## src/rtl/cpu_pkg.sv

```systemverilog
// Shared definitions for the RV32 front end: widths, reset defaults, the fetch
// FSM state type and the {pc, instr} entry carried through the prefetch buffer.
package cpu_pkg;

    localparam int XLEN = 32;
    localparam int ILEN = 32;

    localparam logic [XLEN-1:0] RESET_PC_DEFAULT = 32'h0000_0000;
    localparam logic [ILEN-1:0] NOP              = 32'h0000_0013;

    typedef enum logic {
        IDLE,
        RUN
    } fetch_state_e;

    typedef struct packed {
        logic [XLEN-1:0] pc;
        logic [ILEN-1:0] instr;
    } fetch_entry_t;

    function automatic logic [XLEN-1:0] word_align(input logic [XLEN-1:0] addr);
        return {addr[XLEN-1:2], 2'b00};
    endfunction

endpackage

```

## src/rtl/fetch_fifo.sv

```systemverilog
// Small synchronous FIFO with flush. The head word is presented combinationally
// and reads as zero whenever the FIFO is empty.
module fetch_fifo #(
    parameter int DEPTH = 2,
    parameter int WIDTH = 64
) (
    input  logic                   clk,
    input  logic                   rst,
    input  logic                   flush,
    input  logic                   push,
    input  logic [WIDTH-1:0]       wdata,
    input  logic                   pop,
    output logic [WIDTH-1:0]       rdata,
    output logic [$clog2(DEPTH):0] count,
    output logic                   full,
    output logic                   empty
);

    localparam int AW = $clog2(DEPTH);
    localparam int CW = AW + 1;

    logic [WIDTH-1:0] mem [DEPTH];
    logic [AW-1:0]    wr_ptr;
    logic [AW-1:0]    rd_ptr;
    logic             do_push;
    logic             do_pop;

    assign empty   = (count == '0);
    assign full    = (count == CW'(DEPTH));
    assign do_pop  = pop & ~empty & ~flush;
    // A push into a full FIFO is only legal when the head leaves in the same cycle.
    assign do_push = push & ~flush & (~full | do_pop);
    assign rdata   = empty ? '0 : mem[rd_ptr];

    always_ff @(posedge clk) begin
        // NOTE: state registers use non-blocking assignments so every flop samples
        // pre-edge values regardless of the order the statements are written in.
        if (rst || flush) begin
            wr_ptr <= '0;
            rd_ptr <= '0;
            count  <= '0;
        end else begin
            if (do_push) wr_ptr <= wr_ptr + AW'(1);
            if (do_pop)  rd_ptr <= rd_ptr + AW'(1);
            count <= count + CW'(do_push) - CW'(do_pop);
        end
    end

    // NOTE: the storage array is deliberately not reset; occupancy is tracked by
    // count/pointers and an empty FIFO never exposes the array contents.
    always_ff @(posedge clk) begin
        if (do_push) mem[wr_ptr] <= wdata;
    end

    overflow_a: assert property (@(posedge clk) disable iff (rst)
        (push && !flush && full) |-> pop);

endmodule

```

## src/rtl/instr_fetch_unit.sv

```systemverilog
// RV32 fetch stage: owns the PC, issues word requests over req/gnt/rvalid and
// hands buffered {instr, pc} pairs to decode through a valid/ready handshake.
module instr_fetch_unit
    import cpu_pkg::*;
#(
    parameter logic [XLEN-1:0] RESET_PC   = RESET_PC_DEFAULT,
    parameter int              FIFO_DEPTH = 2
) (
    input  logic            clk_i,
    input  logic            rst_i,
    input  logic            start_i,
    output logic            imem_req_o,
    output logic [XLEN-1:0] imem_addr_o,
    input  logic            imem_gnt_i,
    input  logic            imem_rvalid_i,
    input  logic [ILEN-1:0] imem_rdata_i,
    input  logic            redirect_i,
    input  logic [XLEN-1:0] redirect_pc_i,
    output logic            instr_valid_o,
    output logic [ILEN-1:0] instr_o,
    output logic [XLEN-1:0] instr_pc_o,
    input  logic            instr_ready_i
);

    localparam int CW = $clog2(FIFO_DEPTH) + 1;

    fetch_state_e    state;
    fetch_state_e    state_next;
    logic [XLEN-1:0] pc;
    logic [CW-1:0]   outstanding;
    logic [CW-1:0]   drop;
    logic [CW:0]     in_use;

    logic            issue;
    logic            flush;
    logic            resp;
    logic            resp_keep;
    logic            pop;

    fetch_entry_t    push_entry;
    fetch_entry_t    head_entry;
    logic [CW-1:0]   buf_count;
    logic            buf_full;
    logic            buf_empty;

    logic [XLEN-1:0] tag_pc;
    logic [CW-1:0]   tag_count;
    logic            tag_full;
    logic            tag_empty;

    // Words in flight plus words buffered may never exceed the buffer depth,
    // which is what makes a push into a full prefetch buffer impossible.
    assign in_use = {1'b0, outstanding} + {1'b0, buf_count};

    always_comb begin
        // NOTE: every output of this block gets a default first so no path can
        // leave a value unassigned and infer a latch.
        state_next = state;
        imem_req_o = 1'b0;
        case (state)
            IDLE: begin
                if (start_i) state_next = RUN;
            end
            RUN: begin
                if (!start_i) state_next = IDLE;
                imem_req_o = start_i & ~redirect_i & (in_use < (CW+1)'(FIFO_DEPTH));
            end
            default: state_next = IDLE;
        endcase
    end

    assign imem_addr_o = pc;
    assign issue       = imem_req_o & imem_gnt_i;
    // A redirect seen while idle only retargets the PC; nothing is flushed.
    assign flush       = redirect_i & (state == RUN);
    assign resp        = imem_rvalid_i & (outstanding != '0);
    assign resp_keep   = resp & (drop == '0) & ~flush;
    assign pop         = instr_valid_o & instr_ready_i;

    always_ff @(posedge clk_i) begin
        if (rst_i) begin
            state       <= IDLE;
            pc          <= word_align(RESET_PC);
            outstanding <= '0;
            drop        <= '0;
        end else begin
            state       <= state_next;
            outstanding <= outstanding + CW'(issue) - CW'(resp);
            if (flush) begin
                // Everything still in flight after this edge belongs to the old stream.
                drop <= outstanding - CW'(resp);
            end else if (resp && drop != '0) begin
                drop <= drop - CW'(1);
            end
            if (redirect_i) begin
                pc <= word_align(redirect_pc_i);
            end else if (issue) begin
                pc <= pc + XLEN'(4);
            end
        end
    end

    // In-order tags: the address of each live request, popped as its word returns.
    fetch_fifo #(
        .DEPTH (FIFO_DEPTH),
        .WIDTH (XLEN)
    ) u_tag_queue (
        .clk   (clk_i),
        .rst   (rst_i),
        .flush (flush),
        .push  (issue),
        .wdata (pc),
        .pop   (resp_keep),
        .rdata (tag_pc),
        .count (tag_count),
        .full  (tag_full),
        .empty (tag_empty)
    );

    assign push_entry = '{pc: tag_pc, instr: imem_rdata_i};

    fetch_fifo #(
        .DEPTH (FIFO_DEPTH),
        .WIDTH ($bits(fetch_entry_t))
    ) u_prefetch (
        .clk   (clk_i),
        .rst   (rst_i),
        .flush (flush),
        .push  (resp_keep),
        .wdata (push_entry),
        .pop   (pop),
        .rdata (head_entry),
        .count (buf_count),
        .full  (buf_full),
        .empty (buf_empty)
    );

    assign instr_valid_o = ~buf_empty;
    assign instr_o       = head_entry.instr;
    assign instr_pc_o    = head_entry.pc;

    rvalid_expected_a: assert property (@(posedge clk_i) disable iff (rst_i)
        imem_rvalid_i |-> (outstanding != '0));
    tag_available_a: assert property (@(posedge clk_i) disable iff (rst_i)
        resp_keep |-> !tag_empty);
    tag_room_a: assert property (@(posedge clk_i) disable iff (rst_i)
        issue |-> !tag_full);
    tag_tracks_live_a: assert property (@(posedge clk_i) disable iff (rst_i)
        tag_count == outstanding - drop);
    full_blocks_req_a: assert property (@(posedge clk_i) disable iff (rst_i)
        buf_full |-> !imem_req_o);

endmodule
```

## config.mk

```make
export PLATFORM = sky130hd
export DESIGN_NAME = instr_fetch_unit
export DESIGN_NICKNAME = d
export VERILOG_FILES = /design/src/rtl/cpu_pkg.sv /design/src/rtl/fetch_fifo.sv /design/src/rtl/instr_fetch_unit.sv
export SDC_FILE = /design/constraint.sdc
export NUM_CORES = 1
export LEC_CHECK = 0
export BUFFER_PORTS_ARGS = -buffer_cell sky130_fd_sc_hd__buf_2
export CAP_MARGIN = 25
export CORE_ASPECT_RATIO = 1.75
export CORE_MARGIN = 2
export CORE_UTILIZATION = 45
export CTS_CLUSTER_SIZE = 20
export DETAILED_ROUTE_END_ITERATION = 8
export GPL_ROUTABILITY_DRIVEN = 0
export PLACE_DENSITY_LB_ADDON = 0.05
export SYNTH_ARGS = -nofsm -noshare
export SYNTH_HDL_FRONTEND = slang
export SYNTH_HIERARCHICAL = 1
export SYNTH_SLANG_ARGS = --single-unit
```

## constraint.sdc

```tcl
create_clock -name clk_i -period 11.87 [get_ports clk_i]
set_input_delay 1.7805 -clock clk_i [delete_from_list [all_inputs] [get_ports clk_i]]
set_output_delay 1.7805 -clock clk_i [all_outputs]
set_load 0.005 [all_outputs]
```

==> out/results.tsv <==
metric	value	unit
Switching Fraction	23.25	%
crit path launch type	input pin	
Hold-fix buffers, CTS	0	
# DRC	0	
reg-to-reg endpoint	u_tag_queue/count[1]	
Area growth syn-to-layout	18.05	%
Core ar.	22070	um2
Max VDD drop	0.09806	mV
maximum clock path buffer count	3	
Syn Inst Count	765	
Post-synth EDFFs	192	
final count of hold timing violations	0	
DR vias	6628	
final period utilization	38.23	%
Slew Limit Fails	0	
Slew HR	30.41	%
RSZ-0062 raised after global routing	false	
post-CTS sizing	0	
Place WS	7127	ps
ys async rst share	0	%
WL final	21840	um
grt ovf	0	
initial antenna violation count	0	
# setup viols final	0	
Max-Cap Viols	0	
worst min path class	flip-flop to flip-flop	
Root Buffer	clkbuf_16	
Crit Path Max Fanout	30	
critical path endpoint category	output pin	
TritonCTS Buffers	22	
Initial DRC Count	348	
Seq pwr share	52.0	%
Seq cells post-synth	237	
Avg Cell Area, Syn	13.20	um2
Initial Util	45.76	%
hold path endpoint	u_tag_queue/rd_ptr	
TritonRoute pass-1 iters	5	
Synthesis Warnings	6	
die span in x	117.2	um
mapped cell area	10100	um2
hold path start	u_tag_queue/rd_ptr	
vias in the first global route	7048	
Leak	4.270	nW
Setup Buffers After CTS	0	
Port Buf Inserts	164	
Die H	202.2	um
most frequent CP cell	buf_2	
CP Data Arrival Time	2760	ps
most frequent cells in the layout	edfxtp_1 (192), buf_2 (164), nor2_1 (120)	
total power	1.894	mW
Buf/Inv on CP	2	
P_int	1.453	mW
die area	23700	um2
first-pass GRT wire length	34920	um
FP Rows	72	
f_max	0.2204	GHz
sequential area share after synthesis	66.01	%
GRT Util Overall	18.58	%
hold path depth	2	
CP Data Required Time	10090	ps
Clk pwr share	37.5	%
pin count of the biggest net entering global routing	67	
skew final	14.05	ps
Least-Margin Pin Slew	1044	ps
share of layout cells above drive strength 1	24.06	%
pwr dens	158.8	nW/um2
count of cell types in the netlist	63	
Top FF cell, synth	edfxtp_1	
Worst R2R Start	u_prefetch/count[0]	
drt via density	5.384	
worst hold slack	507.1	ps
post-layout util	54.02	%
slowest stage delay, CP	410	ps
Reg2Reg Setup Slack	7900	ps
Register-to-Register Path Depth	13	
outcome	finished, final reports clean	
Setup TNS	0	ps
commonest non-fill, non-tap cell in the layout	edfxtp_1	
min Tclk post-route	4537	ps
CP delay by family, top	simple AND/OR/NAND/NOR gates	
I/O pins	169	
Ant. Diodes	0	
Detail Route Antenna Nets	0	
Slowest cell on crit path	nor4b_1	
Setup WS post-layout	7333	ps
worst skew pair latency	500	ps
Worst Setup Path Type	input pin to output pin	
Detail Placement HPWL	14530	um
DR WL/cell	17.74	um
NetSw	0.4403	mW
CTS tree	yes	
Logic pwr share	10.5	%
Clock transition at path regs	60	ps
Clock Sinks	237	
worst path cell trace	buf_2 -> nor4b_1 -> and2_1 -> buf_2	
H-tree levels	1	
Nets	998	
-- worst max-delay path by stage --
| stage | cells after the start | to | slack [ps] | start |
|---|---|---|---|---|
| after global placement | 12 | u_tag_queue/count[1] | 7360 | redirect_i |
| final | 4 | imem_req_o | 7330 | redirect_i |
| after detailed placement | 12 | u_tag_queue/count[1] | 7130 | redirect_i |
| after global routing | 4 | imem_req_o | 7260 | redirect_i |
| after CTS | 4 | imem_req_o | 7340 | redirect_i |
| after floorplan | 7 | u_tag_queue/wr_ptr | 5500 | redirect_i |
-- cell families (layout without fill, tap and decap cells) --
logic type,count (synthesis),count (layout),share of synthesized area (%)
xor+xnor,10,10,0.8673
other cells,1,6,0.03713
simple gates,261,261,12.98
buf+inv,68,233,3.134
fa+ha+maj,8,8,1.065
mux,97,97,9.626
compound gates,83,83,6.281
flops,237,237,66.01
-- power by group through the flow --
| stage | logic (mW) | clock network, mW | registers [mW] |
|---|---|---|---|
| after global routing | 0.226 | 0.761 | 0.989 |
| after floorplan | 0.124 | 0 | 0.994 |
| after global placement | 0.197 | 0 | 1.00 |
| after CTS | 0.205 | 0.733 | 0.984 |
| after detailed placement | 0.204 | 0 | 1.00 |
| final | 0.199 | 0.710 | 0.984 |
-- through the flow --
stage | instances | area, um2
global placement | 1190 | 11160
floorplan | 770 | 10120
finish | 1231 | 11920
detailed placement | 1191 | 11190
global route | 1231 | 11920
CTS | 1231 | 11920
-- worst register-to-register path, stage by stage, from the launching register on --
cell and delay (ps):
dfxtp_1 480, and2_1 200, fa_1 530, nor4b_1 440
nand2_1 80, buf_4 240, inv_1 460, inv_1 240
a211o_1 280, a21oi_1 160, ha_1 190, xor2_1 90
or3_1 330, a21oi_1 190
-- layout make-up --
cell class                      instances  area (um2)
Clock inverter                          7       92.59
Timing Repair Buffer                  173       908.4
Tap cell                              296       370.4
Clock buffer                           33       644.4
Multi-Input combinational cell        465        3161
Sequential cell                       237        6671
Inverter                               20       75.07
Fill cell                            1919       10150
-- flip-flops by register name (all words and copies together), names as in the netlist, named ones only --
register            count
u_tag_queue/mem        64
state                   1
u_tag_queue/rd_ptr      1
outstanding             2
imem_addr_o            30
u_prefetch/rd_ptr       1
u_tag_queue/wr_ptr      1
u_prefetch/wr_ptr       1
u_prefetch/mem        128
drop                    2
u_prefetch/count        2
u_tag_queue/count       2
-- Yosys cell counts, types with 7 or more instances --
cell type	number	area, um2
or4_1	7	52.55
clkbuf_1	18	67.56
inv_1	19	71.32
nor2_1	122	457.9
ha_1	7	87.58
edfxtp_1	192	5766
or3_1	14	87.58
nand3_1	13	65.06
dfxtp_1	45	900.9
o221ai_1	7	61.31
xor2_1	8	70.07
and2_1	13	81.33
buf_2	19	95.09
a31oi_1	18	112.6
o311ai_0	11	96.34
mux2i_1	96	960.9
and4_1	8	70.07
buf_4	10	75.07
nand2_1	30	112.6
nand4_1	12	75.07
-- layer usage --
metal | track usage (%) | up-vias | routed length, um
li1 | - | 3168 | -
met1 | 21.02 | 3183 | 8508
met2 | 33.91 | 232 | 11430
met3 | 3.058 | 45 | 1217
met4 | 7.353 | 0 | 683
met5 | 0 | - | 0
Power figures use the tool's default switching activity.
